--- config.mk ---
export PLATFORM = sky130hd
export DESIGN_NAME = dram_rd_capture_flat
export DESIGN_NICKNAME = d
export VERILOG_FILES = /design/src/rtl/dram_rd_pkg.sv /design/src/rtl/dram_rd_capture_if.sv /design/src/rtl/dram_rd_fifo.sv /design/src/rtl/dram_rd_capture.sv /design/src/flat_wrapper.sv
export SDC_FILE = /design/constraint.sdc
export NUM_CORES = 1
export LEC_CHECK = 0
export ABC_CLOCK_PERIOD_IN_PS = 8100
export CORE_MARGIN = 2
export CORE_UTILIZATION = 46
export CTS_CLUSTER_DIAMETER = 60
export DETAILED_ROUTE_END_ITERATION = 8
export PLACE_DENSITY = 0.72
export SLEW_MARGIN = 15
export SYNTH_ARGS = -nofsm -noshare
export SYNTH_HDL_FRONTEND = slang
export SYNTH_SLANG_ARGS = --single-unit
--- constraint.sdc ---
create_clock -name clk -period 8.1 [get_ports clk]
set_input_delay 2.025 -clock clk [delete_from_list [all_inputs] [get_ports clk]]
set_output_delay 2.025 -clock clk [all_outputs]
set_load 0.05 [all_outputs]
--- src/rtl/dram_rd_pkg.sv ---
// Shared widths and the read-FIFO entry layout for the DRAM read capture path.
package dram_rd_pkg;
   localparam int DATA_W  = 256;
   localparam int ECC_W   = 32;
   localparam int ENTRY_W = 1 + ECC_W + DATA_W;

   typedef struct packed {
      logic              beat;
      logic [ECC_W-1:0]  ecc;
      logic [DATA_W-1:0] data;
   } rd_entry_t;
endpackage

--- src/rtl/dram_rd_capture_if.sv ---
// Pad-side read beat inputs and consumer-side FIFO head outputs.
interface dram_rd_capture_if
   import dram_rd_pkg::*;
#(
   parameter int CNT_W = 3
);
   logic              io_dram_data_valid_buf;
   logic [DATA_W-1:0] io_dram_data_in_buf;
   logic [ECC_W-1:0]  io_dram_ecc_in_buf;
   logic              rd_rdy;
   logic              ovf_clr;
   logic              rd_vld;
   logic [DATA_W-1:0] rd_data;
   logic [ECC_W-1:0]  rd_ecc;
   logic              rd_beat;
   logic [CNT_W-1:0]  rd_cnt;
   logic              rd_ovf;

   modport master (
      output io_dram_data_valid_buf,
      output io_dram_data_in_buf,
      output io_dram_ecc_in_buf,
      output rd_rdy,
      output ovf_clr,
      input  rd_vld,
      input  rd_data,
      input  rd_ecc,
      input  rd_beat,
      input  rd_cnt,
      input  rd_ovf
   );

   modport slave (
      input  io_dram_data_valid_buf,
      input  io_dram_data_in_buf,
      input  io_dram_ecc_in_buf,
      input  rd_rdy,
      input  ovf_clr,
      output rd_vld,
      output rd_data,
      output rd_ecc,
      output rd_beat,
      output rd_cnt,
      output rd_ovf
   );
endinterface

--- src/rtl/dram_rd_fifo.sv ---
// First-word-fall-through read FIFO: storage, pointers and occupancy.
module dram_rd_fifo
   import dram_rd_pkg::*;
#(
   parameter int DEPTH = 4,
   parameter int CNT_W = 3
) (
   input  logic             clk,
   input  logic             rst_l,
   input  logic             push_vld,
   input  rd_entry_t        push_entry,
   input  logic             pop_rdy,
   output logic             head_vld,
   output rd_entry_t        head_entry,
   output logic             full,
   output logic [CNT_W-1:0] cnt
);
   localparam int PTR_W = (DEPTH > 1) ? $clog2(DEPTH) : 1;

   rd_entry_t        mem_q [DEPTH];
   logic [PTR_W-1:0] wr_ptr_q, wr_ptr_d;
   logic [PTR_W-1:0] rd_ptr_q, rd_ptr_d;
   logic [CNT_W-1:0] cnt_q, cnt_d;
   logic             push;
   logic             pop;

   assign full       = (cnt_q == CNT_W'(DEPTH));
   assign head_vld   = (cnt_q != '0);
   assign pop        = head_vld & pop_rdy;
   // A full FIFO still takes a beat when the head leaves in the same cycle.
   assign push       = push_vld & (~full | pop);
   assign head_entry = mem_q[rd_ptr_q];
   assign cnt        = cnt_q;

   always_comb begin
      wr_ptr_d = wr_ptr_q;
      rd_ptr_d = rd_ptr_q;
      cnt_d    = cnt_q;
      if (push) wr_ptr_d = wr_ptr_q + PTR_W'(1);
      if (pop)  rd_ptr_d = rd_ptr_q + PTR_W'(1);
      unique case ({push, pop})
         2'b10:   cnt_d = cnt_q + CNT_W'(1);
         2'b01:   cnt_d = cnt_q - CNT_W'(1);
         default: cnt_d = cnt_q;
      endcase
   end

   always_ff @(posedge clk or negedge rst_l) begin
      if (!rst_l) begin
         wr_ptr_q <= '0;
         rd_ptr_q <= '0;
         cnt_q    <= '0;
      end else begin
         wr_ptr_q <= wr_ptr_d;
         rd_ptr_q <= rd_ptr_d;
         cnt_q    <= cnt_d;
      end
   end

   always_ff @(posedge clk) begin
      if (push) mem_q[wr_ptr_q] <= push_entry;
   end
endmodule

--- src/rtl/dram_rd_capture.sv ---
// DRAM read beat capture: beat tagging, sticky overflow, optional input
// register (DRAM_RD_CAPTURE_REG_EN) in front of the read FIFO.
module dram_rd_capture
   import dram_rd_pkg::*;
#(
   parameter int DEPTH = 4,
   parameter int CNT_W = 3
) (
   input  logic             clk,
   input  logic             rst_l,
   dram_rd_capture_if.slave bus
);
   logic              in_vld;
   logic [DATA_W-1:0] in_data;
   logic [ECC_W-1:0]  in_ecc;
   logic              beat_q, beat_d;
   logic              ovf_q, ovf_d;
   logic              drop;
   logic              fifo_vld;
   logic              fifo_full;
   rd_entry_t         push_entry;
   rd_entry_t         head_entry;

`ifdef DRAM_RD_CAPTURE_REG_EN
   logic              in_vld_q, in_vld_d;
   logic [DATA_W-1:0] in_data_q, in_data_d;
   logic [ECC_W-1:0]  in_ecc_q, in_ecc_d;

   always_comb begin
      in_vld_d  = bus.io_dram_data_valid_buf;
      in_data_d = bus.io_dram_data_in_buf;
      in_ecc_d  = bus.io_dram_ecc_in_buf;
   end

   always_ff @(posedge clk or negedge rst_l) begin
      if (!rst_l) begin
         in_vld_q  <= 1'b0;
         in_data_q <= '0;
         in_ecc_q  <= '0;
      end else begin
         in_vld_q  <= in_vld_d;
         in_data_q <= in_data_d;
         in_ecc_q  <= in_ecc_d;
      end
   end

   assign in_vld  = in_vld_q;
   assign in_data = in_data_q;
   assign in_ecc  = in_ecc_q;
`else
   assign in_vld  = bus.io_dram_data_valid_buf;
   assign in_data = bus.io_dram_data_in_buf;
   assign in_ecc  = bus.io_dram_ecc_in_buf;
`endif

   // Toggle on dropped beats too, so half-line tags stay aligned.
   always_comb begin
      drop   = in_vld & fifo_full & ~(fifo_vld & bus.rd_rdy);
      beat_d = beat_q ^ in_vld;
      ovf_d  = drop | (ovf_q & ~bus.ovf_clr);
   end

   always_ff @(posedge clk or negedge rst_l) begin
      if (!rst_l) begin
         beat_q <= 1'b0;
         ovf_q  <= 1'b0;
      end else begin
         beat_q <= beat_d;
         ovf_q  <= ovf_d;
      end
   end

   assign push_entry = '{beat: beat_q, ecc: in_ecc, data: in_data};

   dram_rd_fifo #(
      .DEPTH (DEPTH),
      .CNT_W (CNT_W)
   ) u_fifo (
      .clk        (clk),
      .rst_l      (rst_l),
      .push_vld   (in_vld),
      .push_entry (push_entry),
      .pop_rdy    (bus.rd_rdy),
      .head_vld   (fifo_vld),
      .head_entry (head_entry),
      .full       (fifo_full),
      .cnt        (bus.rd_cnt)
   );

   assign bus.rd_vld  = fifo_vld;
   assign bus.rd_data = head_entry.data;
   assign bus.rd_ecc  = head_entry.ecc;
   assign bus.rd_beat = head_entry.beat;
   assign bus.rd_ovf  = ovf_q;
endmodule

--- src/flat_wrapper.sv ---
// flat-port wrapper written by rule: the top's interface ports become plain ports
module dram_rd_capture_flat import dram_rd_pkg::*;
#(
   parameter int DEPTH = 4,
   parameter int CNT_W = 3
)
  (clk, rst_l, bus_io_dram_data_valid_buf, bus_io_dram_data_in_buf, bus_io_dram_ecc_in_buf, bus_rd_rdy, bus_ovf_clr, bus_rd_vld, bus_rd_data, bus_rd_ecc, bus_rd_beat, bus_rd_cnt, bus_rd_ovf);
  dram_rd_capture_if #(.CNT_W(CNT_W)) bus_i ();
  input  logic clk;
  input  logic rst_l;
  input wire logic [$bits(bus_i.io_dram_data_valid_buf)-1:0] bus_io_dram_data_valid_buf;
  input wire logic [$bits(bus_i.io_dram_data_in_buf)-1:0] bus_io_dram_data_in_buf;
  input wire logic [$bits(bus_i.io_dram_ecc_in_buf)-1:0] bus_io_dram_ecc_in_buf;
  input wire logic [$bits(bus_i.rd_rdy)-1:0] bus_rd_rdy;
  input wire logic [$bits(bus_i.ovf_clr)-1:0] bus_ovf_clr;
  output wire logic [$bits(bus_i.rd_vld)-1:0] bus_rd_vld;
  output wire logic [$bits(bus_i.rd_data)-1:0] bus_rd_data;
  output wire logic [$bits(bus_i.rd_ecc)-1:0] bus_rd_ecc;
  output wire logic [$bits(bus_i.rd_beat)-1:0] bus_rd_beat;
  output wire logic [$bits(bus_i.rd_cnt)-1:0] bus_rd_cnt;
  output wire logic [$bits(bus_i.rd_ovf)-1:0] bus_rd_ovf;
  assign bus_i.io_dram_data_valid_buf = bus_io_dram_data_valid_buf;
  assign bus_i.io_dram_data_in_buf = bus_io_dram_data_in_buf;
  assign bus_i.io_dram_ecc_in_buf = bus_io_dram_ecc_in_buf;
  assign bus_i.rd_rdy = bus_rd_rdy;
  assign bus_i.ovf_clr = bus_ovf_clr;
  assign bus_rd_vld = bus_i.rd_vld;
  assign bus_rd_data = bus_i.rd_data;
  assign bus_rd_ecc = bus_i.rd_ecc;
  assign bus_rd_beat = bus_i.rd_beat;
  assign bus_rd_cnt = bus_i.rd_cnt;
  assign bus_rd_ovf = bus_i.rd_ovf;
  dram_rd_capture #(.DEPTH(DEPTH), .CNT_W(CNT_W)) u_core (.clk(clk), .rst_l(rst_l), .bus(bus_i));
endmodule
Word-level counts from Yosys, hierarchy flattened:

Memory sizes are Yosys's and may differ from the RTL's.
Index checks and enable logic that the tools add are counted.

* memories: 1
* output and inout bits: 294
* bits in writable memories: 1156
* word-level logic and storage cells: 29
* flip-flop bits (word level): 9

* reduce and logical (&&, ||, !) cells: 2
* mux-type cells: 3
* bitwise gates (word level): 11
* equality and inequality tests: 3
* add/sub/neg operators: 4

Memories
* u_core.u_fifo.mem_q: words 4, width 289, read ports 1, clocked after memory_dff 0, wr ports 1, RTL line dram_rd_fifo.sv:20 `rd_entry_t mem_q [DEPTH];`

Operator list (count)
* $pmux W3 S2: 1
* $and A1 B1 Y1: 5
* $add A2 B1 Y2 const B: 2
* $add A3 B1 Y3 const B: 1
* $eq A3 B3 Y1 const B: 1
* $not A1 Y1: 3
* $reduce_bool A3 Y1: 1
* $sub A3 B1 Y3 const B: 1
* $eq A2 B1 Y1 const B: 1
* $eq A2 B2 Y1 const B: 1
* $mux W1: 2
* $or A1 B1 Y1: 2
* $reduce_bool A2 Y1: 1
* $xor A1 B1 Y1: 1

Depth between registers and ports, before layout:

Gate-level depths: netlist (run 1).

* word-level depth: 6
* depth in mapped cells: 7
* depth with buffers taken out: 7

Hierarchy:

From an unflattened synthesis (run 1), not the netlist that was laid out.

* cell total of the unflattened synthesis: 1567
* area total of the unflattened synthesis: 42181.7 µm²

Modules (own cells, without submodules)
* dram_rd_fifo: cells each 1561, area each 42105.4 µm², instances 1, sequential area each 34888.5 µm²
* dram_rd_capture: cells each 6, area each 76.3 µm², instances 1, sequential area each 50.0 µm²

Least setup slack after synthesis (run 1):

No wires, ideal clock.

* path kind: input -> register
* start: in bus_rd_rdy
* end: mem u_core.u_fifo.mem_q[0][0] (netlist bit), enable pin
* stages on the path: 3
* required time: 7.412 ns
* slack: -1.746 ns
* buffers on the path: 1
* arrival: 9.158 ns
* cell sequence: clkbuf_1 -> o41a_1 -> and2_1

* longest elaborated chain between the ends: 5

Ends and longest elaborated chain
* from (decl): RTL line flat_wrapper.sv:14 `input wire logic [$bits(bus_i.rd_rdy)-1:0] bus_rd_rdy;`
* $and A1 B1 Y1: RTL line dram_rd_fifo.sv:29 `assign pop = head_vld & pop_rdy;`
* $or A1 B1 Y1: RTL line dram_rd_fifo.sv:31 `assign push = push_vld & (~full | pop);`
* $and A1 B1 Y1: RTL line dram_rd_fifo.sv:31
* $mux W1: RTL line dram_rd_fifo.sv:61 `if (push) mem_q[wr_ptr_q] <= push_entry;`
* $mux W1 (implied by the code): RTL line dram_rd_fifo.sv:61
* to (decl): RTL line dram_rd_fifo.sv:20

No other way between the ends.

Worst setup path after layout (run 1):

* start: reg u_core.u_fifo.rd_ptr_q[0]
* end: out bus_rd_data[86]

* longest elaborated chain between the ends: 1

Ends and longest elaborated chain
* from (decl): RTL line dram_rd_fifo.sv:22 `logic [PTR_W-1:0] rd_ptr_q, rd_ptr_d;`
* from (signal assigned): RTL line dram_rd_fifo.sv:55 `rd_ptr_q <= rd_ptr_d;`
* $mem_v2 Z4 W289
* to (decl): RTL line flat_wrapper.sv:17 `output wire logic [$bits(bus_i.rd_data)-1:0] bus_rd_data;`

No other way between the ends.

==> qor.txt, run 1 <==
status: finished, final reports clean
Net count, final: 2,523
Reg2Reg Depth: 4
pin count of the biggest net entering global routing: 117
number of enable flip-flop cells after synthesis: 1,156
Max Buffers Root-to-Sink: 3
slowest CP cell: dfrtp_4
Routed Antenna Nets: 0
PnR worst setup slack: 2.20 ns
Vias: 19,020
endpoints failing hold: 0
Worst Skew: 0.0296 ns
Overflow after GRT: 0
crit end category: output pin
Max Transition Viols Final: 0
FILL cells: 6,349
Cell variety after synth: 32
Yosys top cell area share: 82.3%
Initial Util: 46.2%
die area: 94,100 um^2
actual slew at the worst max-slew pin: 1.17 ns
share of layout cells above drive strength 1: 20.5%
most common cell in the netlist: edfxtp_1
CTS tree: built
antenna violations before repair: 21
first-pass GRT wire length: 130 mm
Vias/cell: 5.40
Clock Power Share: 22.6%
PortBufs: 586
Leak: 17.0 nW
Worst Path Required: 6.08 ns
Power per Cell Area: 428 nW/um^2
DRC viols: 0
CP bufs+invs: 2
crit-path cells: buf_12 -> mux4_2 -> clkdlybuf4s50_1
clock buffer count from CTS: 118
chip width: 307 um
maximum VDD drop: 0.348 mV
post-synthesis cell area: 42,200 um^2
Worst Path Arrival: 3.87 ns
dominant synthesized flop cell: edfxtp_1
Critical Path Max Stage Delay: 0.85 ns
most instantiated cells after synthesis: edfxtp_1 (1,156), mux4_2 (289), buf_4 (29), buf_2 (17), clkbuf_1 (11)
drt wl/cell: 25.1 um
MaxCap Viol Count: 0
post-synthesis instance total: 1,566
CTS Root Cell: clkbuf_16
I/O pin cnt: 587
crit-path max FO: 113
Critical R2R Launch: u_core.u_fifo.cnt[2]
yosys warns: 0
Worst-path clk slew: 0.06 ns
routability cong.: 0.752
reg2reg setup slack: 5.28 ns
Final TNS setup: 0 ns
final wirelength: 88.3 mm
hold depth: 1
CTS resizes: 0
Mean Syn Cell Area: 26.9 um^2
syn nets: 1,864
hold-critical path endpoint: u_core.beat_q
Total GRT Usage: 18.6%
cell internal pwr: 14.2 mW
family with the most delay on the worst path: buffers and inverters
Clk Latency, worst-skew pair: 0.71 ns
Area Overhead vs Synth: 26.2%
hold_buf cts: 0
RSZ-0062 raised after global routing: no
synthesized flop and latch total: 1,165
NetSw: 8.55 mW
final core occ: 58.3%
cell accounting for the most synthesized area: edfxtp_1
Core Area: 91,200 um^2
setup bufs post-CTS: 0
Comb pwr share: 41.0%
cell row count: 111
Setup WS pre-CTS: 2.85 ns
CTS H-tree lvls: 3
Pwr Total: 22.8 mW
FF-to-FF End: u_core.u_fifo.mem_q[1][117]
switching fraction of total power: 37.5%
fin crit period: 5.90 ns
drt first-iter violations: 1,489
TritonRoute pass-1 iters: 5
hold_sp: u_core.beat_q
Die Y: 307 um
synth top area cells: edfxtp_1 (82%), mux4_2 (15%), dfrtp_1 (0.53%)
# clock sinks: 1,165
Rel. slew slack: 22.1%
CP startpoint kind: flip-flop
setup violators final: 0
part of the Yosys area used for sequential elements: 82.9%
worst hold path class: reg2reg
Max Fclk: 170 MHz
Synth async-reset ratio: 0.773%
post-DP HPWL: 53.2 mm
Seq pwr share: 36.4%
vias in the first global route: 20,060
period utilisation layout: 72.8%
CP Class: reg2out
==> cell usage in the layout, fill, tap and decap left out, types with 9 or more instances in the layout <==
| master | synthesis | final |
|---|---|---|
| clkdlybuf4s50_1 | 0 | 586 |
| mux4_2 | 289 | 289 |
| buf_12 | 0 | 12 |
| diode_2 | 0 | 16 |
| bufinv_16 | 0 | 9 |
| edfxtp_1 | 1156 | 1156 |
| clkbuf_16 | 0 | 119 |
| clkinv_2 | 0 | 17 |
| clkbuf_1 | 11 | 30 |
| clkinv_1 | 0 | 29 |
==> layout make-up <==
class | count | area (um^2) | area share (%)
multi-input combinational | 327 | 6830 | 12.8
tap | 1186 | 1480 | 2.79
clock buffer | 149 | 3090 | 5.81
antenna | 16 | 40.0 | 0.0752
inverter | 7 | 26.3 | 0.0494
clock inverter | 67 | 626 | 1.18
timing repair buffer | 606 | 6170 | 11.6
sequential | 1165 | 34900 | 65.7
==> how the worst max path moves through the flow <==
stage                                         start                         to  slack [ns]  cells after the start
after global placement    u_core.u_fifo.rd_ptr_q[0]           bus_rd_data[138]        2.89                      3
after detailed placement  u_core.u_fifo.rd_ptr_q[0]           bus_rd_data[138]        2.85                      3
after CTS                 u_core.u_fifo.rd_ptr_q[0]           bus_rd_data[138]        2.07                      3
after floorplan                          bus_rd_rdy  u_core.u_fifo.mem_q[0][0]        1.52                      3
after global routing      u_core.u_fifo.rd_ptr_q[0]            bus_rd_data[72]        1.92                      3
final                     u_core.u_fifo.rd_ptr_q[0]            bus_rd_data[86]        2.20                      3
==> state kept, by name, summed over array words and instances (netlist names) <==
signal / count
u_core.u_fifo.rd_ptr_q: 2
u_core.u_fifo.mem_q: 1156
u_core.beat_q: 1
u_core.u_fifo.wr_ptr_q: 2
u_core.bus.rd_ovf: 1
u_core.u_fifo.cnt: 3
==> cell families after synthesis <==
logic type,synth area share [%]
AOI/OAI and AO/OA,0.199
xor gates and xnor gates,0.125
adders and majority gates,0.166
buffers and inverters,0.967
DFF,82.9
muxes,15.5
and+or+nand+nor,0.214
==> routing by layer <==
layer | part of all wire, % | vias up | wire length [um] | track usage, %
met3 | 8.4 | 164 | 7420 | 6.14
met1 | 37 | 9974 | 32400 | 22.2
met2 | 52 | 677 | 45700 | 31.1
met5 | 0.12 | - | 107 | 0
met4 | 2.9 | 16 | 2570 | 7.55
li1 | - | 8189 | - | -
==> power by group through the flow <==
| stage | registers [mW] | logic, mW | clock network (mW) |
|---|---|---|---|
| 2_1_floorplan | 8.41 | 6.50 | 0 |
| 3_3_place_gp | 8.34 | 9.43 | 0 |
| 3_5_place_dp | 8.43 | 9.45 | 0 |
| 4_1_cts | 8.31 | 9.49 | 5.29 |
| 5_1_grt | 8.39 | 9.71 | 5.51 |
| 6_report | 8.30 | 9.35 | 5.15 |
==> per-stage QoR <==
step	instance area, um^2	std cells	hold WS (ns)
finish	53200	3523	0.535
CTS	53200	3507	0.540
detailed placement	49500	3291	0.524
global route	53200	3519	0.566
floorplan	42200	1566	0.484
global placement	49500	3291	0.517
Note: power is estimated with default switching activity, not from simulation.
==> run 2: changes to the inputs <==
--- a/config.mk
+++ b/config.mk
@@ -5,7 +5,7 @@
 export SDC_FILE = /design/constraint.sdc
 export NUM_CORES = 1
 export LEC_CHECK = 0
-export ABC_CLOCK_PERIOD_IN_PS = 8100
+export ABC_CLOCK_PERIOD_IN_PS = 5000
 export CORE_MARGIN = 2
 export CORE_UTILIZATION = 46
 export CTS_CLUSTER_DIAMETER = 60
==> constraint.sdc (replaced) <==
create_clock -name clk -period 5 [get_ports clk]
set_input_delay 1.25 -clock clk [delete_from_list [all_inputs] [get_ports clk]]
set_output_delay 1.25 -clock clk [all_outputs]
set_load 0.05 [all_outputs]
==> run 2 against run 1 <==
  * Via count increased by 0.99%
  * Non-clock buffer count increased by 44
  * Clock skew decreased by 0.0073 ns
  * Die area unchanged
  * Final area increased by 1.5%
  * Worst hold slack got worse by 0.0014 ns
  * Routed wire length increased by 2.4%
  * Critical path depth unchanged
  * Cell count increased by 0.99%
  * Global-route usage increased by 0.42 points
  * Combinational power increased by 68%
  * Critical path type unchanged
==> qor.txt, run 2 (synthesized netlist as in run 1, its figures left out) <==
final wirelength: 90.4 mm
Final TNS setup: 0 ns
maximum VDD drop: 0.552 mV
fin crit period: 4.48 ns
period utilisation layout: 89.5%
worst hold path class: reg2reg
TritonRoute pass-1 iters: 5
Rel. slew slack: 48.0%
DRC viols: 0
clock buffer count from CTS: 117
PortBufs: 586
Worst Path Arrival: 3.23 ns
status: finished, final reports clean
CTS H-tree lvls: 3
Power per Cell Area: 701 nW/um^2
Die Y: 307 um
Routed Antenna Nets: 0
CTS tree: built
Total GRT Usage: 19.0%
NetSw: 14.1 mW
first-pass GRT wire length: 133 mm
I/O pin cnt: 587
max reg flops: 1,156
RSZ-0062 raised after global routing: no
Vias: 19,209
actual slew at the worst max-slew pin: 0.777 ns
Vias/cell: 5.40
reg2reg setup slack: 2.54 ns
most frequent cells in the layout: edfxtp_1 (1,156), clkdlybuf4s50_1 (584), mux4_2 (289), clkbuf_16 (119), buf_12 (35)
crit end category: output pin
pin count of the biggest net entering global routing: 92
post-DP HPWL: 58.0 mm
CP Class: reg2out
CTS Root Cell: clkbuf_16
hold_sp: u_core.beat_q
Worst Path Required: 3.75 ns
vias in the first global route: 20,531
hold-critical path endpoint: u_core.beat_q
cell row count: 111
Net count, final: 2,566
Post-Layout Cell Count: 3,558
CP startpoint kind: flip-flop
DP Area: 50,100 um^2
Reg2Reg Depth: 7
# clock sinks: 1,165
setup bufs post-CTS: 0
endpoints failing hold: 0
hold depth: 1
drt wl/cell: 25.4 um
Seq pwr share: 35.2%
Inst Count DP: 3,335
antenna violations before repair: 16
drt first-iter violations: 1,437
commonest non-fill, non-tap cell in the layout: edfxtp_1
Area Overhead vs Synth: 28.1%
cell area after layout: 54,000 um^2
die area: 94,100 um^2
Worst Skew: 0.0224 ns
Initial Util: 46.2%
share of layout cells above drive strength 1: 22.5%
Reg with most FFs: u_core.u_fifo.mem_q
Overflow after GRT: 0
hold_buf cts: 0
Leak: 17.4 nW
chip width: 307 um
FF-to-FF End: u_core.u_fifo.cnt[2]
FILL cells: 6,301
Clk Latency, worst-skew pair: 0.68 ns
Comb pwr share: 41.4%
Core Area: 91,200 um^2
routability cong.: 0.781
Critical R2R Launch: u_core.u_fifo.cnt[0]
Worst-path clk slew: 0.06 ns
Max Transition Viols Final: 0
setup violators final: 0
crit-path max FO: 60
MaxCap Viol Count: 0
Pwr Total: 37.9 mW
switching fraction of total power: 37.1%
Clock Power Share: 23.4%
Max Fclk: 223 MHz
Max Buffers Root-to-Sink: 3
cell internal pwr: 23.8 mW
CTS resizes: 0
run 2: cell type report:
type                            instances  area [um^2]  share of cell area [%]
Tap cell                             1186         1480                    2.75
Clock buffer                          143         3070                    5.68
Antenna cell                            9         22.5                  0.0417
Multi-Input combinational cell        327         6830                    12.6
Clock inverter                         71          848                    1.57
Inverter                                7         26.3                  0.0487
Sequential cell                      1165        34900                    64.7
Timing Repair Buffer                  650         6780                    12.6
run 2: how the worst max path moves through the flow:
stage                               startpoint                         end  slack [ns]
finish               u_core.u_fifo.rd_ptr_q[0]            bus_rd_data[251]        0.52
global route         u_core.u_fifo.rd_ptr_q[0]            bus_rd_data[100]        0.33
CTS                  u_core.u_fifo.rd_ptr_q[0]            bus_rd_data[100]        0.38
detailed placement  bus_io_dram_data_valid_buf  u_core.u_fifo.mem_q[3][42]        1.08
global placement     u_core.u_fifo.rd_ptr_q[0]             bus_rd_data[54]        1.17
floorplan                           bus_rd_rdy   u_core.u_fifo.mem_q[0][0]       -0.81
run 2: per-stage QoR:
stage	setup WS (ns)	hold slack (ns)	utilization [%]
global placement	1.17	0.517	54.9
detailed placement	1.08	0.525	54.9
finish	0.524	0.534	59.2
global route	0.330	0.564	59.2
floorplan	-0.808	0.484	-
CTS	0.382	0.539	59.2
run 2: power by group through the flow:
stage / clock network (mW) / registers [mW] / logic (mW)
CTS: 9.03 / 13.4 / 15.9
detailed placement: 0 / 13.6 / 15.9
global placement: 0 / 13.4 / 15.8
floorplan: 0 / 13.6 / 10.5
global route: 9.39 / 13.5 / 16.3
finish: 8.85 / 13.3 / 15.7
run 2: layer usage:
metal | vias up | part of all wire [%] | global-route usage [%]
met3 | 139 | 7.5 | 5.86
met5 | - | 0.11 | 0
met4 | 16 | 2.4 | 6.61
met2 | 654 | 53 | 32.8
met1 | 10128 | 37 | 22.6
li1 | 8272 | - | -
run 2: critical path: stages, from the launching register on:
cell and delay (ns):
dfrtp_4 0.64, buf_12 0.45, mux4_2 0.62, clkdlybuf4s50_1 0.73
==> RTL edit: new RTL, flow settings as in run 2 <==
`DEPTH` is set to 4 in 3 places; all go to 2.
--- a/src/rtl/dram_rd_fifo.sv
+++ b/src/rtl/dram_rd_fifo.sv
@@ -4,3 +4,3 @@
 #(
-   parameter int DEPTH = 4,
+   parameter int DEPTH = 2,
    parameter int CNT_W = 3
--- a/src/rtl/dram_rd_capture.sv
+++ b/src/rtl/dram_rd_capture.sv
@@ -5,3 +5,3 @@
 #(
-   parameter int DEPTH = 4,
+   parameter int DEPTH = 2,
    parameter int CNT_W = 3
--- a/src/flat_wrapper.sv
+++ b/src/flat_wrapper.sv
@@ -3,3 +3,3 @@
 #(
-   parameter int DEPTH = 4,
+   parameter int DEPTH = 2,
    parameter int CNT_W = 3
Function: changed (Yosys sat finds a counterexample within 4 cycles, from zero or initial values and one cycle with rst_l low).
==> RTL edit against run 2 <==
Sequential cell count shrank 580; final area shrank 45%; first-iteration DRC count shrank 54%; utilization grew 6.4 points; area after synthesis shrank 50%; count of clock-buffer cells in the layout shrank 66; via count shrank 41%; setup slack gained 68 ps; total power shrank 47%; wire length shrank 42%; clock skew shrank 15 ps; critical path type unchanged.
==> RTL edit: results (changes against run 2) <==
CTS buffer count=58 (-50%); M1 GR Usage=0.242 (+0.0168); Net Count, Synth=1243 (-33%); sequential-to-total area share from yosys stat=0.825 (-0.00347); DR vias=11300 (-41%); first-pass GRT wire length=73800 um (-44%); initial antenna violation count=11 (-5); status=finished, final reports clean; R2R cell count=3 (-4); vias in the first global route=11900 (-42%); met2 Track Usage GR=0.357 (+0.0285); leading area contributor after synthesis=edfxtp_1; filler cell count=3114 (-51%); Mean Syn Cell Area=22.4 um^2 (-17%); GR Util met3=0.0769 (+0.0183); ys async rst share=0.0120 (+0.00424); Root Buffer=clkbuf_16; Synth top cells by count=edfxtp_1, mux2_2, buf_2; Pint=12.1 mW (-49%); post-synthesis cell type count=29 (-9.4%); Detail Placement HPWL=36600 um (-37%); top area cells in the synthesized netlist=edfxtp_1, mux2_2, dfrtp_1; Slew headroom=0.456 (-0.0244); Largest register FFs=578 (-50%); Detailed Route Iter0 Violations=662 (-54%); H-tree depth=2 (-1); clk_lat worst skew=590 ps (-90 ps); largest net degree at the start of global routing=54 (-41%); GRT Overall Usage=0.210 (+0.0205); Setup violations, final=0 (unchanged); Layout Nets=1879 (-27%); Cells after DPL=2125 (-36%); number of flops mapped to enable cells by yosys=578 (-50%); post-CTS sizing=0 (unchanged); share of layout cells above drive strength 1=0.242 (+0.0169); CP arrival=3160 ps (-70 ps); # DRC=0 (unchanged); Crit Path Max Fanout=46 (-23%); max-slew violations=0 (unchanged); Leakage=10.1 nW (-42%); routed len/inst=23.3 um (-8.4%); WL final=52200 um (-42%); Placer Congestion=0.843 (+8.0%); Worst Skew=7.76 ps (-14.6 ps); Worst VDD drop=0.533 mV (-3.6%)
## RTL edit: changes by cell type in the layout (fill, tap and decap cells not counted), sizes merged, moves of 4 or more
| cell | before | now |
|---|---|---|
| edfxtp | 1156 | 578 |
| mux4 | 289 | 0 |
| mux2 | 1 | 289 |
| clkbuf | 143 | 77 |
| buf | 66 | 26 |
| bufinv | 18 | 1 |
| clkinv | 40 | 26 |
| inv | 18 | 5 |
| and2 | 4 | 0 |
| ha | 4 | 0 |
| nand2b | 0 | 4 |
## RTL edit: cell families (layout without fill, tap and decap cells)
| logic type | Yosys count | in the layout | share of synthesized area |
|---|---|---|---|
| AO/OA/AOI/OAI | 11 | 11 | 0.00342 |
| multiplexers | 290 | 290 | 0.154 |
| AND/OR/NAND/NOR | 18 | 18 | 0.00465 |
| buffers and inverters | 40 | 723 | 0.0106 |
| XOR/XNOR | 4 | 4 | 0.00165 |
| adder cells (fa/ha/maj) | 1 | 1 | 0.000942 |
| other | 0 | 10 | 0 |
| flip-flops | 585 | 585 | 0.825 |
## RTL edit: critical path, cell delays in order (launching register included)
cell and delay (ps):
dfrtp_4 940, buf_4 470, mux2_2 400, clkdlybuf4s50_1 710
## RTL edit: per-stage QoR
step / setup WS (ps) / instance area, um^2
after floorplan: -1110 / 21300
after global placement: 1220 / 28000
after detailed placement: 1190 / 28000
after CTS: 511 / 29800
after global routing: 459 / 29800
final: 592 / 29800
## RTL edit: final cells by class
class / count / share of cell area
multi-input combinational: 324 / 0.118
clock buffer: 77 / 0.0532
timing repair buffer: 612 / 0.209
tap: 600 / 0.0252
sequential: 585 / 0.588
inverter: 4 / 0.000504
clock inverter: 30 / 0.00571
antenna: 10 / 0.000839
## RTL edit: metal layers
| layer | vias to the layer above | wire length [um] |
|---|---|---|
| met4 | 6 | 1560 |
| met1 | 5633 | 19200 |
| met5 | - | 37 |
| met2 | 437 | 26400 |
| met3 | 83 | 4870 |
| li1 | 5096 | - |
## RTL edit: worst paths after layout
path | startpoint | to | slack, ps
min in group asynchronous | rst_l | u_core.u_fifo.cnt[2] | 920
worst min register to register | u_core.beat_q | u_core.beat_q | 530
worst max register to register | u_core.u_fifo.cnt[1] | u_core.u_fifo.mem_q[1][18] | 2700
worst min-delay path | u_core.beat_q | u_core.beat_q | 530
worst max-delay path | u_core.u_fifo.rd_ptr_q | bus_rd_data[178] | 590
max in group asynchronous | rst_l | u_core.u_fifo.rd_ptr_q | 3800
## RTL edit: power groups by stage
stage | sequential, mW | clock (mW) | combinational, mW
6_report | 6.97 | 4.01 | 9.02
5_1_grt | 7.06 | 4.27 | 9.34
4_1_cts | 6.98 | 4.10 | 9.10
3_5_place_dp | 7.07 | 0 | 9.05
3_3_place_gp | 7.03 | 0 | 9.04
2_1_floorplan | 7.09 | 0 | 6.04
